**src/rtl/alu_uart_if_if.sv**
```systemverilog
// alu_uart_if_if: UART/ALU-side bus bundle for alu_uart_if.
// master is the sequencer's view, slave is the UART/ALU environment's view.
interface alu_uart_if_if #(
    parameter int DATA_BITS = 8,
    parameter int OP_BITS   = 8
);
    logic [DATA_BITS-1:0] i_rx_data;
    logic                 i_rx_done;
    logic [DATA_BITS-1:0] i_alu_result;
    logic [DATA_BITS-1:0] o_alu_a;
    logic [DATA_BITS-1:0] o_alu_b;
    logic [OP_BITS-1:0]   o_alu_op;
    logic [DATA_BITS-1:0] o_tx_data;
    logic                 o_tx_start;
    logic                 i_tx_done;
    logic                 o_busy;
    logic                 o_timeout;

    modport master (
        input  i_rx_data, i_rx_done, i_alu_result, i_tx_done,
        output o_alu_a, o_alu_b, o_alu_op, o_tx_data, o_tx_start, o_busy, o_timeout
    );
    modport slave (
        output i_rx_data, i_rx_done, i_alu_result, i_tx_done,
        input  o_alu_a, o_alu_b, o_alu_op, o_tx_data, o_tx_start, o_busy, o_timeout
    );
endinterface

```
**src/rtl/alu_uart_if.sv**
```systemverilog
// alu_uart_if: collects A, B, opcode bytes from UART, captures the ALU result and sends it back.
// Optional inter-byte timeout enabled by defining ALU_UART_IF_TIMEOUT_EN.
module alu_uart_if #(
    parameter int DATA_BITS      = 8,
    parameter int OP_BITS        = 8,
    parameter int TIMEOUT_CYCLES = 1000000
) (
    input logic         i_clk,
    input logic         i_rst_n,
    alu_uart_if_if.master bus
);
    typedef enum logic [2:0] {IDLE, WAIT_B, WAIT_OP, CAPTURE, SEND, WAIT_TX} state_t;

    state_t               state_q, state_d;
    logic [DATA_BITS-1:0] a_q, a_d, b_q, b_d, tx_q, tx_d;
    logic [OP_BITS-1:0]   op_q, op_d;
    logic                 tmo;
    logic [OP_BITS+DATA_BITS-1:0] rx_ext;

    // Widened so the opcode slice zero-extends when OP_BITS exceeds DATA_BITS
    assign rx_ext = {{OP_BITS{1'b0}}, bus.i_rx_data};

`ifdef ALU_UART_IF_TIMEOUT_EN
    localparam int CW = $clog2(TIMEOUT_CYCLES + 1);
    logic [CW-1:0] cnt_q, cnt_d;
    logic          waiting, timeout_q;
    assign waiting = (state_q == WAIT_B) || (state_q == WAIT_OP);
    assign tmo     = waiting && !bus.i_rx_done && (cnt_q == CW'(TIMEOUT_CYCLES - 1));
    assign cnt_d   = (waiting && !bus.i_rx_done && !tmo) ? cnt_q + 1'b1 : '0;
    always_ff @(posedge i_clk or negedge i_rst_n) begin
        if (!i_rst_n) begin
            cnt_q     <= '0;
            timeout_q <= 1'b0;
        end else begin
            cnt_q     <= cnt_d;
            timeout_q <= tmo;
        end
    end
    assign bus.o_timeout = timeout_q;
`else
    assign tmo           = 1'b0;
    assign bus.o_timeout = 1'b0;
`endif

    always_ff @(posedge i_clk or negedge i_rst_n) begin
        if (!i_rst_n) begin
            state_q <= IDLE;
            a_q     <= '0;
            b_q     <= '0;
            op_q    <= '0;
            tx_q    <= '0;
        end else begin
            state_q <= state_d;
            a_q     <= a_d;
            b_q     <= b_d;
            op_q    <= op_d;
            tx_q    <= tx_d;
        end
    end

    always_comb begin
        state_d = state_q;
        a_d     = a_q;
        b_d     = b_q;
        op_d    = op_q;
        tx_d    = tx_q;
        case (state_q)
            IDLE:    if (bus.i_rx_done) begin a_d = bus.i_rx_data; state_d = WAIT_B; end
            WAIT_B:  if (bus.i_rx_done) begin b_d = bus.i_rx_data; state_d = WAIT_OP; end
                     else if (tmo) state_d = IDLE;
            WAIT_OP: if (bus.i_rx_done) begin op_d = rx_ext[OP_BITS-1:0]; state_d = CAPTURE; end
                     else if (tmo) state_d = IDLE;
            CAPTURE: begin tx_d = bus.i_alu_result; state_d = SEND; end
            SEND:    state_d = WAIT_TX;
            WAIT_TX: if (bus.i_tx_done) state_d = IDLE;
            default: state_d = IDLE;
        endcase
    end

    // Decoded straight from state so reset kills tx_start without waiting for a clock
    assign bus.o_alu_a    = a_q;
    assign bus.o_alu_b    = b_q;
    assign bus.o_alu_op   = op_q;
    assign bus.o_tx_data  = tx_q;
    assign bus.o_tx_start = (state_q == SEND);
    assign bus.o_busy     = (state_q == CAPTURE) || (state_q == SEND) || (state_q == WAIT_TX);
endmodule

```
**src/flat_wrapper.sv**
```systemverilog
// flat-port wrapper written by rule: the top's interface ports become plain ports
module alu_uart_if_flat 
#(
    parameter int DATA_BITS      = 8,
    parameter int OP_BITS        = 8,
    parameter int TIMEOUT_CYCLES = 1000000
)
  (i_clk, i_rst_n, bus_i_rx_data, bus_i_rx_done, bus_i_alu_result, bus_i_tx_done, bus_o_alu_a, bus_o_alu_b, bus_o_alu_op, bus_o_tx_data, bus_o_tx_start, bus_o_busy, bus_o_timeout);
  alu_uart_if_if #(.DATA_BITS(DATA_BITS), .OP_BITS(OP_BITS)) bus_i ();
  input logic i_clk;
  input logic i_rst_n;
  input wire logic [$bits(bus_i.i_rx_data)-1:0] bus_i_rx_data;
  input wire logic [$bits(bus_i.i_rx_done)-1:0] bus_i_rx_done;
  input wire logic [$bits(bus_i.i_alu_result)-1:0] bus_i_alu_result;
  input wire logic [$bits(bus_i.i_tx_done)-1:0] bus_i_tx_done;
  output wire logic [$bits(bus_i.o_alu_a)-1:0] bus_o_alu_a;
  output wire logic [$bits(bus_i.o_alu_b)-1:0] bus_o_alu_b;
  output wire logic [$bits(bus_i.o_alu_op)-1:0] bus_o_alu_op;
  output wire logic [$bits(bus_i.o_tx_data)-1:0] bus_o_tx_data;
  output wire logic [$bits(bus_i.o_tx_start)-1:0] bus_o_tx_start;
  output wire logic [$bits(bus_i.o_busy)-1:0] bus_o_busy;
  output wire logic [$bits(bus_i.o_timeout)-1:0] bus_o_timeout;
  assign bus_i.i_rx_data = bus_i_rx_data;
  assign bus_i.i_rx_done = bus_i_rx_done;
  assign bus_i.i_alu_result = bus_i_alu_result;
  assign bus_i.i_tx_done = bus_i_tx_done;
  assign bus_o_alu_a = bus_i.o_alu_a;
  assign bus_o_alu_b = bus_i.o_alu_b;
  assign bus_o_alu_op = bus_i.o_alu_op;
  assign bus_o_tx_data = bus_i.o_tx_data;
  assign bus_o_tx_start = bus_i.o_tx_start;
  assign bus_o_busy = bus_i.o_busy;
  assign bus_o_timeout = bus_i.o_timeout;
  alu_uart_if #(.DATA_BITS(DATA_BITS), .OP_BITS(OP_BITS), .TIMEOUT_CYCLES(TIMEOUT_CYCLES)) u_core (.i_clk(i_clk), .i_rst_n(i_rst_n), .bus(bus_i));
endmodule
```
**config.mk**
```make
export PLATFORM = sky130hd
export DESIGN_NAME = alu_uart_if_flat
export DESIGN_NICKNAME = d
export VERILOG_FILES = /design/src/rtl/alu_uart_if_if.sv /design/src/rtl/alu_uart_if.sv /design/src/flat_wrapper.sv
export SDC_FILE = /design/constraint.sdc
export NUM_CORES = 1
export LEC_CHECK = 0
export ABC_CLOCK_PERIOD_IN_PS = 1420
export CORE_UTILIZATION = 54
export CTS_CLUSTER_DIAMETER = 100
export DETAILED_ROUTE_END_ITERATION = 10
export DONT_BUFFER_PORTS = 1
export MAX_ROUTING_LAYER = met4
export PLACE_DENSITY = 0.73
export SETUP_SLACK_MARGIN = 0.5
export SLEW_MARGIN = 0
export SYNTH_ARGS = -nofsm -noshare
export SYNTH_HDL_FRONTEND = slang
export SYNTH_SLANG_ARGS = --single-unit
```
**constraint.sdc**
```tcl
create_clock -name i_clk -period 1.42 [get_ports i_clk]
set_clock_uncertainty 0.05 [all_clocks]
set_input_delay 0.071 -clock i_clk [delete_from_list [all_inputs] [get_ports i_clk]]
set_output_delay 0.071 -clock i_clk [all_outputs]
set_load 0.05 [all_outputs]
```
==> impl_metrics.csv, run 1 <==
group,metric,value,unit
run_status,status,"stopped before the end",
run_status,haltStage,"clock tree synthesis",
run_status,tool.error,"[ERROR DPL-0038] Utilization greater than 100%, impossible to legalize",
yosys,synthMuxAreaShare,25.4,%
yosys,yosys_warnings,0,
floorplanning,die_w,53.3,um
place,gp_congestion,0.765,
place,dp_hpwl,2090,um
yosys,synthXorXnorAreaFrac,0,%
clock_network,cts.sinks,35,
yosys,synth.avg_cell_area,15.6,sq um
yosys,synth_cell_type_count,17,
clock_network,cts_hold_buf,20,
yosys,synth-simple-area-share,8.46,%
place,dpl_cell_area,1860,sq um
yosys,synth-compound-area-share,0.705,%
yosys,syn_nets,111,
clock_network,postCtsSetupBuffers,16,
place,portBuffers,0,
clock_network,clockRootBuffer,"clkbuf_4",
clock_network,cts_max_level,2,
clock_network,clockBufferDepth,2,
place,dp.cells,156,
clock_network,numCtsBuffers,5,
yosys,syn-cell-area,1420,sq um
floorplanning,dieHeight,53.3,um
yosys,syn_inst,91,
yosys,seq_area_frac_synth,61.7,%
floorplanning,rows,18,
clock_network,cts_resized,53,
yosys,ys_ff_latch,35,
yosys,synth_top_family_by_area,"multiplexers",
floorplanning,initial_core_util,57.3,%
floorplanning,io_pins,55,
yosys,synth_adder_area_share,0,%
-- synthesized netlist by cell type (all sizes together) --
| master | instances | area (sq um) |
|---|---|---|
| dfrtp | 35 | 876 |
| mux2 | 32 | 360 |
| buf | 7 | 50.1 |
| nor3b | 3 | 22.5 |
| nand2b | 2 | 12.5 |
| nand3b | 2 | 15.0 |
| nor4b | 2 | 32.5 |
| nor4bb | 2 | 20.0 |
| a21oi | 1 | 5.00 |
| and2 | 1 | 6.26 |
| conb | 1 | 3.75 |
| nand2 | 1 | 3.75 |
| o21ai | 1 | 5.00 |
| or4 | 1 | 7.51 |
-- kinds of logic after synthesis --
family | count (synthesis)
DFF | 35
muxes | 32
and+or+nand+nor | 14
buffers and inverters | 7
AOI/OAI and AO/OA | 2
other | 1
-- metrics by stage --
stage | setup WS [ns] | util, %
floorplan | -0.0794 | -
global placement | -0.0612 | 75.1
detailed placement | -0.137 | 75.1
==> run 2: changes to the inputs <==
Settings changed: ABC_CLOCK_PERIOD_IN_PS 1420 to 1800, CORE_AREA set to 2 2 63 65, CORE_UTILIZATION 54 to not set, CTS_CLUSTER_DIAMETER 100 to not set, DIE_AREA set to 0 0 65 67, MAX_ROUTING_LAYER met4 to not set, PLACE_DENSITY 0.73 to not set, PLACE_DENSITY_LB_ADDON set to 0.15, SETUP_SLACK_MARGIN 0.5 to not set.
Clock period 1.42 ns to 1.8 ns, I/O delays scaled along.
==> impl_metrics.csv, run 2 <==
group,metric,value,unit
routing,routed_wl,2800,um
worst_setup_path,cp-end-kind,"register",
global_route,grt-ovfl-total,0,
cells_and_area,final_cell_mix,"35 x dfrtp_1, 32 x mux2_2, 19 x dlygate4sd3_1, 8 x buf_4, 7 x clkbuf_8",
place,dp.cells,139,
place,dp_hpwl,1900,um
place,portBuffers,0,
worst_setup_path,cp_slowest_cell,"dfrtp_1",
sta,setup_viol,0,
routing,wire_per_inst,16.7,um
clock_network,clk_pin_slew,0.07,ns
cells_and_area,stdcell_count,168,
worst_setup_path,crit_fanout,10,
worst_setup_path,required,1.92,ns
run,cap_violations,0,
routing,drc,0,
clock_network,clk_latency,0.28,ns
yosys,ys.flop_type,"dfrtp_1",
global_route,grt_max_degree,36,
worst_setup_path,critPathKind,"reg -> reg",
yosys,synth_cell_type_count,17,
routing,via_per_inst,4.92,
routing,route.antenna.remaining_nets,0,
floorplanning,rows,22,
cells_and_area,utilization,50.5,%
cells_and_area,nets,139,
global_route,grt_pass1_wl,4330,um
yosys,synth_area_leaders,"dfrtp_1 62%, mux2_2 25%, nor4b_4 1.7%, buf_6 1.6%, nor3b_1 1.6%",
min_path,hold_path.class,"in -> reg",
sta,fmax,0.603,GHz
clock_network,cts.sinks,35,
cells_and_area,drive_gt1_share,44.2,%
worst_setup_path,cpPeakStageDelay,0.56,ns
cells_and_area,area_growth,28.3,%
cells_and_area,layout_commonest_cell,"dfrtp_1",
floorplanning,die_area,4360,sq um
clock_network,cts_resized,0,
place,gp_congestion,0.656,
sta,period_share,92.2,%
sta,hold_viol,0,
yosys,synth_most_common_cell,"dfrtp_1",
yosys,syn_nets,111,
yosys,netlist.area_leader.share,61.7,%
worst_setup_path,critPathLaunchType,"register",
cells_and_area,fin_area,1820,sq um
sta,period_minus_slack,1.66,ns
global_route,antenna_found_initial,0,
yosys,synthTopCellsByCount,"35 x dfrtp_1, 32 x mux2_2, 4 x buf_2, 3 x nor3b_1",
yosys,seq_area_frac_synth,61.7,%
floorplanning,die_w,65,um
sta,fin_setup_tns,0,ns
run_status,status,"complete, no violations",
place,dpl_cell_area,1500,sq um
yosys,syn-cell-area,1420,sq um
clock_network,cts_max_level,2,
floorplanning,initial_core_util,39.4,%
yosys,yosys_warnings,0,
global_route,grt_use_total,14.0,%
worst_setup_path,crit_family,"flip-flops",
sta,rsz0062_at_grt,"no",
floorplanning,core_region_area,3610,sq um
worst_setup_path,arrival,1.78,ns
yosys,synth.avg_cell_area,15.6,sq um
routing,vias,827,
yosys,ys_ff_latch,35,
clock_network,clockBufferDepth,2,
sta,slew_viol_final,0,
yosys,yosysTopAreaCell,"dfrtp_1",
floorplanning,dieHeight,67,um
global_route,grt_pass1_vias,855,
floorplanning,io_pins,55,
routing,drt_first_pass_iters,4,
routing,drt_iter0_drc,29,
yosys,syn_inst,91,
yosys,synth_edf_count,0,
clock_network,numCtsBuffers,5,
worst_setup_path,crit_chain,"nor4bb_2 > buf_4 > mux2_2",
cells_and_area,fillerInstances,312,
clock_network,cts_tree,"yes",
clock_network,clockRootBuffer,"clkbuf_8",
yosys,async_flop_share,100,%
worst_setup_path,cp_num_buf_inv,1,
cells_and_area,diodes,0,
## run 2: cell counts after synthesis
No cell type changed its count.
## run 2: worst paths after layout
path | startpoint | end | slack, ns | cells past startpoint
max reg2reg | u_core.state_q[0]$_DFFE_PN0P_ | u_core.bus.o_alu_b[5]$_DFFE_PN0P_ | 0.14 | 3
min in group asynchronous | i_rst_n | u_core.bus.o_alu_op[4]$_DFFE_PN0P_ | 0.21 | 2
max | u_core.state_q[0]$_DFFE_PN0P_ | u_core.bus.o_alu_b[5]$_DFFE_PN0P_ | 0.14 | 3
min | bus_i_rx_done | u_core.state_q[0]$_DFFE_PN0P_ | 0.06 | 2
max in group asynchronous | i_rst_n | u_core.bus.o_tx_data[5]$_DFFE_PN0N_ | 1.30 | 2
min reg2reg | u_core.state_q[2]$_DFFE_PN0P_ | u_core.state_q[1]$_DFFE_PN0P_ | 0.65 | 1
## run 2: logic make-up after synthesis
logic type	Yosys count	synth area share, %
AO/OA/AOI/OAI	2	0.704
flip-flops	35	61.7
multiplexers	32	25.4
AND/OR/NAND/NOR	14	8.46
other	1	0.264
buffers and inverters	7	3.52
## run 2: layer usage
| layer | global-route usage, % | wire (um) | up-vias | part of all wire, % |
|---|---|---|---|---|
| met5 | 0 | 0 | - | 0 |
| li1 | - | - | 376 | - |
| met4 | 6.38 | 34 | 0 | 1.2 |
| met2 | 23.3 | 1400 | 29 | 50 |
| met3 | 5.91 | 209 | 4 | 7.5 |
| met1 | 15.5 | 1150 | 418 | 41 |
## run 2: final cells by class
cell class                 count  area, sq um  area share (%)
sequential                    35          876            48.1
clock inverter                 1         7.51           0.412
multi-input combinational     49          512            28.1
tap                           48         60.1            3.30
clock buffer                   7         96.3            5.29
timing repair buffer          28          270            14.8
## run 2: per-stage QoR
stage / hold slack [ns] / setup WS (ns)
detailed placement: -0.255 / 0.157
global route: 0.100 / 0.0794
floorplan: -0.256 / 0.279
finish: 0.0647 / 0.141
CTS: 0.0541 / 0.161
global placement: -0.255 / 0.206
## run 2: repair_timing
action	4_1_cts	5_1_grt
setup buffers	1	0
hold buffers	20	0
hold endpoints to repair	69	0
endpoints found under the setup margin	1	0
Power of run 2 is not shown: default switching activity piles up to over one toggle a cycle in this logic, so the estimate is an artifact.
